<file path="src/rtl/sr_flag_arbiter.sv">
// ----------------------------------------------------------------------------
// sr_flag_arbiter
// Shared controller for a bank of SR status flags. Two requesters (A, B) ask
// to set, clear or hold one flag through a req/ack handshake. Requests are
// arbitrated round-robin and served one at a time, so a flag never sees
// S and R asserted together.
//
// Optional build macro: SR_FLAG_ARBITER_TOGGLE_EN
//   defined   : op 11 toggles the addressed flag (JK style); Err only for a
//               bad index.
//   undefined : op 11 is rejected; flag holds and Err pulses.
//
// Parameters
//   N_FLAGS : number of flags in the bank (2..2**IDX_W)
//   IDX_W   : width of the flag index inputs
//
// Ports
//   Clk, Rst_n         : clock, asynchronous active-low reset
//   Req_A/Op_A/Idx_A   : requester A handshake request, operation, index
//   Ack_A              : one-cycle completion pulse to A
//   Req_B/Op_B/Idx_B   : requester B, same as A
//   Ack_B              : one-cycle completion pulse to B
//   Flags              : registered flag states (Q)
//   Flags_bar          : combinational complement of Flags
//   Err                : one-cycle pulse alongside Ack when the op was rejected
//   Busy               : high whenever the controller is not idle
// ----------------------------------------------------------------------------
module sr_flag_arbiter #(
    parameter int unsigned N_FLAGS = 8,
    parameter int unsigned IDX_W   = 3
) (
    input  logic               Clk,
    input  logic               Rst_n,
    input  logic               Req_A,
    input  logic [1:0]         Op_A,
    input  logic [IDX_W-1:0]   Idx_A,
    output logic               Ack_A,
    input  logic               Req_B,
    input  logic [1:0]         Op_B,
    input  logic [IDX_W-1:0]   Idx_B,
    output logic               Ack_B,
    output logic [N_FLAGS-1:0] Flags,
    output logic [N_FLAGS-1:0] Flags_bar,
    output logic               Err,
    output logic               Busy
);

    localparam logic [1:0] OP_HOLD = 2'b00;
    localparam logic [1:0] OP_CLR  = 2'b01;
    localparam logic [1:0] OP_SET  = 2'b10;
    localparam logic [1:0] OP_BOTH = 2'b11;

    typedef enum logic [1:0] {
        S_IDLE    = 2'd0,
        S_APPLY   = 2'd1,
        S_ACK     = 2'd2,
        S_RELEASE = 2'd3
    } state_t;

    state_t             r_state;
    logic               r_last_b;   // last grant went to B
    logic               r_gnt_b;    // current transaction belongs to B
    logic [1:0]         r_op;
    logic [IDX_W-1:0]   r_idx;
    logic [N_FLAGS-1:0] r_flags;
    logic               r_ack_a;
    logic               r_ack_b;
    logic               r_err;

    logic               w_req_any;
    logic               w_grant_b;
    logic               w_gnt_req;
    logic               w_in_range;
    logic               w_op_err;
    logic               w_err;
    logic [N_FLAGS-1:0] w_next_flags;

    // Round-robin pick: B wins alone, or on a tie when A was served last.
    assign w_req_any = Req_A | Req_B;
    assign w_grant_b = Req_B & (~Req_A | ~r_last_b);

    // Req of the requester currently holding the grant.
    assign w_gnt_req = r_gnt_b ? Req_B : Req_A;

    // Widen before comparing so N_FLAGS == 2**IDX_W does not wrap to zero.
    assign w_in_range = (32'(r_idx) < N_FLAGS);

`ifdef SR_FLAG_ARBITER_TOGGLE_EN
    assign w_op_err = 1'b0;
`else
    assign w_op_err = (r_op == OP_BOTH);
`endif

    assign w_err = ~w_in_range | w_op_err;

    // Next flag vector: only the addressed bit may change.
    always_comb begin
        w_next_flags = r_flags;
        for (int unsigned i = 0; i < N_FLAGS; i++) begin
            if (w_in_range && (r_idx == IDX_W'(i))) begin
                case (r_op)
                    OP_CLR:  w_next_flags[i] = 1'b0;
                    OP_SET:  w_next_flags[i] = 1'b1;
`ifdef SR_FLAG_ARBITER_TOGGLE_EN
                    OP_BOTH: w_next_flags[i] = ~r_flags[i];
`else
                    OP_BOTH: w_next_flags[i] = r_flags[i];
`endif
                    OP_HOLD: w_next_flags[i] = r_flags[i];
                    default: w_next_flags[i] = r_flags[i];
                endcase
            end
        end
    end

    // Transaction sequencer: IDLE -> APPLY -> ACK -> RELEASE -> IDLE.
    always_ff @(posedge Clk or negedge Rst_n) begin
        if (!Rst_n) begin
            r_state  <= S_IDLE;
            r_last_b <= 1'b1;
            r_gnt_b  <= 1'b0;
            r_op     <= OP_HOLD;
            r_idx    <= '0;
            r_flags  <= '0;
            r_ack_a  <= 1'b0;
            r_ack_b  <= 1'b0;
            r_err    <= 1'b0;
        end else begin
            r_ack_a <= 1'b0;
            r_ack_b <= 1'b0;
            r_err   <= 1'b0;
            case (r_state)
                S_IDLE: begin
                    if (w_req_any) begin
                        r_gnt_b  <= w_grant_b;
                        r_last_b <= w_grant_b;
                        r_op     <= w_grant_b ? Op_B : Op_A;
                        r_idx    <= w_grant_b ? Idx_B : Idx_A;
                        r_state  <= S_APPLY;
                    end
                end
                S_APPLY: begin
                    // Ack/Err become visible for exactly the ACK cycle.
                    r_flags <= w_next_flags;
                    r_ack_a <= ~r_gnt_b;
                    r_ack_b <= r_gnt_b;
                    r_err   <= w_err;
                    r_state <= S_ACK;
                end
                S_ACK: begin
                    r_state <= S_RELEASE;
                end
                S_RELEASE: begin
                    // The other requester waits until the owner lets go.
                    if (!w_gnt_req) begin
                        r_state <= S_IDLE;
                    end
                end
                default: begin
                    r_state <= S_IDLE;
                end
            endcase
        end
    end

    assign Ack_A     = r_ack_a;
    assign Ack_B     = r_ack_b;
    assign Err       = r_err;
    assign Flags     = r_flags;
    assign Flags_bar = ~r_flags;
    assign Busy      = (r_state != S_IDLE);

endmodule

</file>
<file path="config.mk">
export PLATFORM = sky130hd
export DESIGN_NAME = sr_flag_arbiter
export DESIGN_NICKNAME = d
export VERILOG_FILES = /design/src/rtl/sr_flag_arbiter.sv
export SDC_FILE = /design/constraint.sdc
export NUM_CORES = 1
export LEC_CHECK = 0
export CAP_MARGIN = 25
export CORE_ASPECT_RATIO = 1.5
export CORE_UTILIZATION = 40
export CTS_CLUSTER_DIAMETER = 100
export DETAILED_ROUTE_END_ITERATION = 10
export GPL_ROUTABILITY_DRIVEN = 1
export PLACE_DENSITY = 0.74
export SYNTH_ARGS = -nofsm -noshare
export SYNTH_HDL_FRONTEND = slang
export SYNTH_SLANG_ARGS = --single-unit
</file>
<file path="constraint.sdc">
create_clock -name Clk -period 1.5 [get_ports Clk]
set_input_delay 0.3 -clock Clk [delete_from_list [all_inputs] [get_ports Clk]]
set_output_delay 0.3 -clock Clk [all_outputs]
set_load 0.01 [all_outputs]
</file>
# Word-level counts from Yosys, hierarchy flattened

Cells that the tools add are included.

Bits in registers: 20
Output and inout port bits: 20

Equal/unequal tests: 15
Multiplexer cells: 10
Bitwise gates (word level): 8
Reduce and logical (&&, ||, !) cells: 15

Operators with widths:

| kind               | count |
|---|---|
| $reduce_and 3->1   | 8 |
| $eq 3x3->1 const B | 4 |
| $eq 2x2->1 const B | 4 |
| $not 8->8          | 1 |
| $pmux 2 s4         | 1 |
| $eq 3x2->1 const B | 2 |
| $mux 2             | 3 |
| $eq 2x1->1 const B | 2 |
| $logic_not 2->1    | 2 |
| $mux 1             | 4 |
| $ne 2x2->1 const B | 2 |
| $not 1->1          | 4 |
| $reduce_and 2->1   | 2 |
| $eq 3x1->1 const B | 1 |
| $logic_not 3->1    | 1 |
| $mux 3             | 1 |
| $or 1x1->1         | 2 |
| $pmux 1 s2         | 1 |
| $reduce_bool 2->1  | 1 |
| $reduce_or 2->1    | 1 |
| $and 1x1->1        | 1 |

# Logic depth before layout (Yosys ltp)

Gate-level depths: netlist of run 1.

Depth in word-level cells: 4
Depth in mapped cells: 6

# Least setup slack after synthesis of run 1

Ideal clock, no wire load.

Kind: reg-to-reg
From: reg r_op[0]
To: reg r_flags[6], in the netlist Flags[6]
Setup time: 0.125 ns
Data arrival time: 1.476 ns
Data required time: 1.375 ns
Slack: -0.101 ns
Stages on the path, launching flop included: 6
Path buffers: 0
Clock period less this slack: 1.601 ns
Cell sequence: dfrtp_1 -> inv_1 -> ha_1 -> nand3b_1 -> nor3b_1 -> mux2_2

Cells in the longest elaborated chain, start to end: 4

RTL lines:

| what                                          | line | RTL |
|---|---|---|
| start: declaration                            | 63   | `logic [1:0] r_op;` |
| start signal: assignment                      | 137  | `r_op <= w_grant_b ? Op_B : Op_A;` |
| $eq 2x2->1 or $logic_not 2->1 (tied branches) | 101  | `case (r_op)` |
| $reduce_or 2->1 (no line)                     | n/a  |  |
| $not 1->1 (no line)                           | n/a  |  |
| $reduce_and 3->1 (no line)                    | n/a  |  |
| end signal: assignment                        | 144  | `r_flags <= w_next_flags;` |
| end: declaration                              | 65   | `logic [N_FLAGS-1:0] r_flags;` |

Parallel ways exist; a longest one is shown, timed or not.
A chain may end at the register's enable or synchronous reset.

# Final worst setup path of run 1

From: reg r_op[1]
To: reg r_flags[6], in the netlist Flags[6]

Same word-level chain as after synthesis.

==> metrics.md, run 1 <==
| Metric | Value |
|---|---|
| Critical Path Source | r_op[1]$_DFFE_PN0P_ |
| Overall routed net length | 2.04 mm |
| Antenna Diode Count | 0 |
| Synth top cells by count | dfrtp_1, inv_1, ha_1, nand2_1, o21ai_0 |
| Number of unique standard cell types used by synthesis | 26 |
| Run status | finished with violations |
| Worst EP required | 1.69 ns |
| Crit path kind | reg2reg |
| Total routing usage reported by global routing | 0.166 |
| DRT iter0 DRCs | 19 |
| Vias in the first global route | 796 |
| Number of input and output port buffers inserted | 33 |
| Via Count | 850 |
| Slew at the pin closest to its max-slew limit | 0.347 ns |
| Area Growth Syn to Fin | 52.8% |
| Final weighted congestion in routability-driven placement | 0.741 |
| Remaining DRCs | 4 |
| Synthesized netlist cell count | 93 |
| Starting density of the core | 0.424 |
| Clock slew at the register clock pins of the worst setup and hold paths | 0.11 ns |
| Data arrival, critical path | 1.78 ns |
| Sequential share of the synthesized area | 0.483 |
| Pins over their slew limit | 0 |
| Length of the first detailed-routing pass in iterations | 7 |
| Slack of the critical path | -0.0874 ns |
| Kind of launch point of the worst setup path | flip-flop |
| Count of hold buffers inserted by post-cts repair | 0 |
| NumNets Final | 166 |
| Unrepaired setup endpoints after global routing | yes |
| Cts bufs inserted | 3 |
| Portion of synthesized cell area occupied by the leading cell type | 0.458 |
| Total power after layout | 2800 uW |
| Power density over the cells | 1760 nW/um^2 |
| Most common cell in the synthesized netlist | dfrtp_1 |
| Post-layout min period | 1.59 ns |
| Leading post-synthesis cells by cell area | dfrtp_1, ha_1, mux2i_1 |
| Height of the chip | 64.4 um |
| Antenna violations before repair | 0 |
| Maximum cell stage delay along the critical path | 0.43 ns |
| Hold crit path type | in2async |
| Remaining global-route overflow | 0 |
| Maxcap violations | 0 |
| Count of nets left with antenna violations after detail routing | 0 |
| Cells on worst reg2reg path | 4 |
| Wire length of the first global-routing pass | 3.44 mm |
| Count of H-tree levels built during CTS | 1 |
| Nature of the critical path endpoint | flip-flop |
| Reg-to-Reg Start | r_op[1]$_DFFE_PN0P_ |
| Final total negative setup slack | -0.226 ns |
| EDFF count, synth | 0 |
| Detailed-placement wirelength estimate | 1.53 mm |
| Buffer type at the clock tree root | clkbuf_4 |
| Primary flip-flop cell chosen by synthesis mapping | dfrtp_1 |
| Post-detailed-route via-to-cell ratio | 5.06 |
| Die X | 43.6 um |
| Proportion of layout cells with a drive suffix above 1 | 0.292 |
| Peak fanout along the critical path | 4 |
| Syn nets | 114 |
| Critical-path top delay cell | dfrtp_1 |
| YS warnings | 0 |
| Biggest area consumer among synthesized cells | dfrtp_1 |
| Cell area after synthesis | 1040 um^2 |
| Total Die Area | 2810 um^2 |
| Sinks on Clock Net | 20 |
| Failing checks | design-rule violations, negative setup slack |
| Number of hold-slack violations in the final timing report | 0 |
| Final setup violating endpoints | 4 |
| Clock buffer depth | 2 |
| Final clock period utilization by the worst path | 1.06 |
| Max Clock Skew | 0.000888 ns |
| CP cell instances | ha_4 > nand3b_1 > nor3b_2 > mux2_4 |
| Relative slew slack | 0.768 |
| Leakage dissipation | 0.000825 uW |
| Clock tree from TritonCTS | yes |
| Worst-case vdd ir drop | 1090 uV |
| Upper clock frequency limit | 0.630 GHz |
| Per-instance average area after synthesis | 11.2 um^2 |
| Number of synthesized register bits | 20 |
| FFs w/ async S/R, synth | 1.00 |
| Average wire per standard cell | 12.1 um |
| Placeable core region | 2450 um^2 |
| Clock latency reported for the late side of the worst-skew pair | 0.30 ns |
| Pin count of the biggest net entering global routing | 15 |
| Io pins | 34 |
| Cell row count | 22 |
[worst max-delay path, delay by kind of cell (launching register included)]
kind                       cells  cell delay [ns]
DFF                            1             0.43
and+or+nand+nor                2             0.48
muxes                          1             0.32
adders and majority gates      1             0.26
[cell families (layout without fill, tap and decap cells)]
| family | Yosys count | count (layout) | synth area share |
|---|---|---|---|
| adder cells (fa/ha/maj) | 7 | 7 | 0.0843 |
| buffers and inverters | 16 | 67 | 0.0639 |
| flip-flops | 20 | 20 | 0.483 |
| AO/OA/AOI/OAI | 13 | 13 | 0.0880 |
| multiplexers | 15 | 15 | 0.159 |
| AND/OR/NAND/NOR | 22 | 22 | 0.122 |
[power by group]
part / leakage [uW] / switching, uW / internal, uW
Sequential: 0.000258 / 198 / 776
Combinational: 0.000552 / 674 / 886
Clock: 0.0000150 / 159 / 104
Total: 0.000825 / 1030 / 1770
[metal layers]
| layer | routed length [um] | vias to the layer above | GRT usage |
|---|---|---|---|
| met5 | 0 | - | 0 |
| met1 | 780 | 401 | 0.186 |
| met4 | 56 | 0 | 0.0938 |
| met2 | 1110 | 31 | 0.291 |
| li1 | - | 411 | - |
| met3 | 97 | 7 | 0.0169 |
[state kept, by name (all words and copies together) (netlist names)]
| register | count |
|---|---|
| Ack_B | 1 |
| Err | 1 |
| r_state | 2 |
| Flags | 8 |
| r_gnt_b | 1 |
| r_op | 2 |
| r_last_b | 1 |
| Ack_A | 1 |
| r_idx | 3 |
[cells in the final DEF (no fill, tap or decap)]
cell type,instances
dfrtp_1,19
buf_4,18
dlygate4sd2_1,16
clkdlybuf4s50_1,13
inv_1,9
nand2_1,7
o21ai_0,7
mux2i_1,6
mux2_4,5
nor2_1,4
ha_1,4
nand3b_1,3
ha_4,3
clkbuf_4,3
dlymetal6s2s_1,3
inv_2,2
and2_1,2
mux2_1,2
mux2_2,2
nor3b_2,2
a21oi_1,2
inv_4,1
nor2b_1,1
nor3b_4,1
nand3_1,1
nor3_1,1
a21bo_2,1
a22oi_4,1
a31oi_1,1
a31o_2,1
clkbuf_1,1
clkbuf_2,1
dfstp_2,1
[what timing repair did]
action,4_1_cts,5_1_grt
endpoints found under the hold margin,0,0
endpoints found under the setup margin,25,12
pin swaps,1,4
gates resized for setup,19,13
buffers inserted,1,3
[final cells by class]
| cell class | instances | area (um^2) |
|---|---|---|
| clock buffer | 4 | 26.3 |
| fill | 205 | 863 |
| inverter | 12 | 47.5 |
| multi-input combinational | 57 | 533 |
| sequential | 20 | 502 |
| tap | 24 | 30.0 |
| timing repair buffer | 51 | 448 |
[worst paths after layout]
path,to,slack (ns)
worst max-delay path,Flags[6]$_DFFE_PN0P_,-0.09
worst min-delay path,Ack_A$_DFF_PN0_,0.26
worst max register to register,Flags[6]$_DFFE_PN0P_,-0.09
worst min register to register,Ack_A$_DFF_PN0_,0.52
max in group asynchronous,Flags[7]$_DFFE_PN0P_,0.74
min in group Clk,Ack_A$_DFF_PN0_,0.52
[stage by stage]
step / instances / utilization / hold WS (ns) / instance area (um^2) / setup slack (ns)
global placement: 160 / 0.616 / 0.499 / 1510 / -0.138
CTS: 165 / 0.622 / 0.251 / 1520 / -0.0936
floorplan: 93 / - / 0.00441 / 1060 / -0.0276
global route: 168 / 0.648 / 0.250 / 1590 / -0.156
finish: 168 / 0.648 / 0.257 / 1590 / -0.0874
detailed placement: 160 / 0.616 / 0.506 / 1510 / -0.192
No activity file was read; power rests on OpenSTA's default activity.
==> inputs of run 2 (changes only) <==
CORE_MARGIN = 5   (was not set)
==> metrics.md, run 2 (synthesis results as in run 1) <==
| Metric | Value |
|---|---|
| Run status | finished with violations |
| Failing checks | negative setup slack |
| Logic gate share of total power | 0.561 (+0.003) |
| Leakage dissipation | 0.000837 uW (+1.4%) |
| Length of the first detailed-routing pass in iterations | 4 (-3) |
| Clock tree from TritonCTS | yes |
| Average wire per standard cell | 13.4 um (+11%) |
| Final clock period utilization by the worst path | 1.07 (+0.0158) |
| Placeable core region | 2480 um^2 (+1.1%) |
| Maximum cell stage delay along the critical path | 0.43 ns (about the same) |
| Via Count | 847 (-0.35%) |
| Io pins | 34 (unchanged) |
| Number of input and output port buffers inserted | 33 (unchanged) |
| Antenna violations before repair | 0 (unchanged) |
| Number of flip-flops under the largest register name | 8 (unchanged) |
| Slack of the critical path | -0.111 ns (-0.0238 ns) |
| Net switching power of the design | 1050 uW (+1.8%) |
| Sequential power share | 0.347 (about the same) |
| Count of H-tree levels built during CTS | 1 (unchanged) |
| Buf+Inv Stages, Crit Path | 0 (unchanged) |
| Upper clock frequency limit | 0.621 GHz (-1.5%) |
| Final setup violating endpoints | 8 (+4) |
| NumNets Final | 166 (unchanged) |
| Proportion of layout cells with a drive suffix above 1 | 0.306 (+0.0139) |
| Number of hold-slack violations in the final timing report | 0 (unchanged) |
| Count of hold buffers inserted by post-cts repair | 0 (unchanged) |
| Hold slack final | 0.336 ns (+0.0786 ns) |
| Total power after layout | 2860 uW (+2.2%) |
| Internal Power | 1810 uW (+2.5%) |
| Post-detailed-route via-to-cell ratio | 5.04 (-0.35%) |
| Sw frac | 0.367 (-0.00150) |
| Worst-case vdd ir drop | 1090 uV (-0.40%) |
| Remaining DRCs | 0 (-4) |
| Vias in the first global route | 896 (+13%) |
| Clock power frac | 0.092 (-0.002) |
| Crit path kind | reg2reg |
| Unrepaired setup endpoints after global routing | yes |
| Peak fanout along the critical path | 4 (unchanged) |
| Antenna Diode Count | 0 (unchanged) |
| Multi-input combinational cell area | 534 um^2 (+0.23%) |
| Hold crit path type | in2async |
| Sinks on Clock Net | 20 (unchanged) |
| CP cell instances | ha_4 > nand3b_1 > nor3_2 > mux2_4 |
| Buffer type at the clock tree root | clkbuf_4 |
| Starting density of the core | 0.419 (-0.00471) |
| Power density over the cells | 1800 nW/um^2 (+2.3%) |
| Area Growth Syn to Fin | 52.7% (about the same) |
| Cts bufs inserted | 3 (unchanged) |
| Slew at the pin closest to its max-slew limit | 0.321 ns (-0.0267 ns) |
| Pin count of the biggest net entering global routing | 21 (+6) |
| Clock latency reported for the late side of the worst-skew pair | 0.29 ns (about the same) |
| Post-layout min period | 1.61 ns (+0.0238 ns) |
| Clock buffer depth | 2 (unchanged) |
| Overall routed net length | 2.26 mm (+11%) |
| Worst EP required | 1.69 ns (about the same) |
| Count of nets left with antenna violations after detail routing | 0 (unchanged) |
| Clock slew at the register clock pins of the worst setup and hold paths | 0.11 ns (about the same) |
| Relative slew slack | 0.786 (+0.0185) |
| Remaining global-route overflow | 0 (unchanged) |
| Family with the most delay on the worst path | simple AND/OR/NAND/NOR gates |
| Wire length of the first global-routing pass | 3.63 mm (+5.4%) |
| Data arrival, critical path | 1.80 ns (+0.02 ns) |
| Most frequent cells in the layout | dfrtp_1, buf_4, dlygate4sd2_1 |
| DRT iter0 DRCs | 18 (-1) |
| Most common library cell in the layout ignoring fill and taps | dfrtp_1 |
| Critical-path top delay cell | dfrtp_1 |
| Area taken by flip-flops and latches | 502 um^2 (unchanged) |
| Maxcap violations | 0 (unchanged) |
| Die X | 51.6 um (+18%) |
| Total routing usage reported by global routing | 0.124 (-0.0416) |
| Detailed-placement wirelength estimate | 1.70 mm (+11%) |
| Pins over their slew limit | 0 (unchanged) |
| Final weighted congestion in routability-driven placement | 0.713 (-3.8%) |
| Fillers | 214 (+4.4%) |
| Height of the chip | 72.4 um (+12%) |
| Kind of launch point of the worst setup path | flip-flop |
| Total Die Area | 3740 um^2 (+33%) |
| Nature of the critical path endpoint | flip-flop |
| Max Clock Skew | 0.00318 ns (+0.00229 ns) |
| Cell row count | 22 (unchanged) |
## run 2: metal layers
metal | vias to the layer above | part of all wire | global-route usage
met5 | - | 0 | 0
met4 | 0 | 0.0093 | 0.0437
met3 | 4 | 0.057 | 0.0308
met2 | 24 | 0.55 | 0.235
met1 | 409 | 0.39 | 0.128
li1 | 410 | - | -
## run 2: stage by stage
step	setup slack, ns	cells	utilization	cell area, um^2	setup TNS, ns
global route	-0.207	168	0.640	1590	-1.16
finish	-0.111	168	0.640	1590	-0.551
CTS	-0.101	167	0.628	1560	-0.542
floorplan	-0.0276	93	-	1060	-0.0501
detailed placement	-0.169	159	0.606	1500	-1.24
global placement	-0.139	159	0.606	1500	-0.766
## run 2: worst register-to-register path, stage by stage, from the launching register on
cell and delay, ns:
dfrtp_1 0.43, ha_4 0.25, nand3b_1 0.26, nor3_2 0.26
mux2_4 0.32
## run 2: path summary, 6_finish.rpt
check / from / to / cells past startpoint / slack, ns
worst min register to register: r_gnt_b$_DFFE_PN0P_ / Ack_A$_DFF_PN0_ / 1 / 0.53
max in group asynchronous: Rst_n / r_last_b$_DFFE_PN1P_ / 2 / 0.90
min in group Clk: r_gnt_b$_DFFE_PN0P_ / Ack_A$_DFF_PN0_ / 1 / 0.53
worst max-delay path: r_op[1]$_DFFE_PN0P_ / Flags[4]$_DFFE_PN0P_ / 4 / -0.11
worst max register to register: r_op[1]$_DFFE_PN0P_ / Flags[4]$_DFFE_PN0P_ / 4 / -0.11
worst min-delay path: Rst_n / Flags[2]$_DFFE_PN0P_ / 2 / 0.34
## run 2: layout make-up
class / count / area share
clock buffer: 4 / 0.0166
tap: 24 / 0.0189
sequential: 20 / 0.316
inverter: 12 / 0.0284
multi-input combinational: 57 / 0.337
timing repair buffer: 51 / 0.283
## run 2: power groups by stage
stage,logic (uW),clock network [uW],registers (uW)
floorplan,786,0,978
global placement,1510,0,989
detailed placement,1560,0,1000
CTS,1540,275,987
global route,1760,305,1030
finish,1600,263,993
## run 2: repair_timing
item | in CTS | in global routing
endpoints found under the setup margin | 22 | 13
resized for setup | 24 | 9
pin swaps | 3 | 3
buffers inserted | 4 | 1
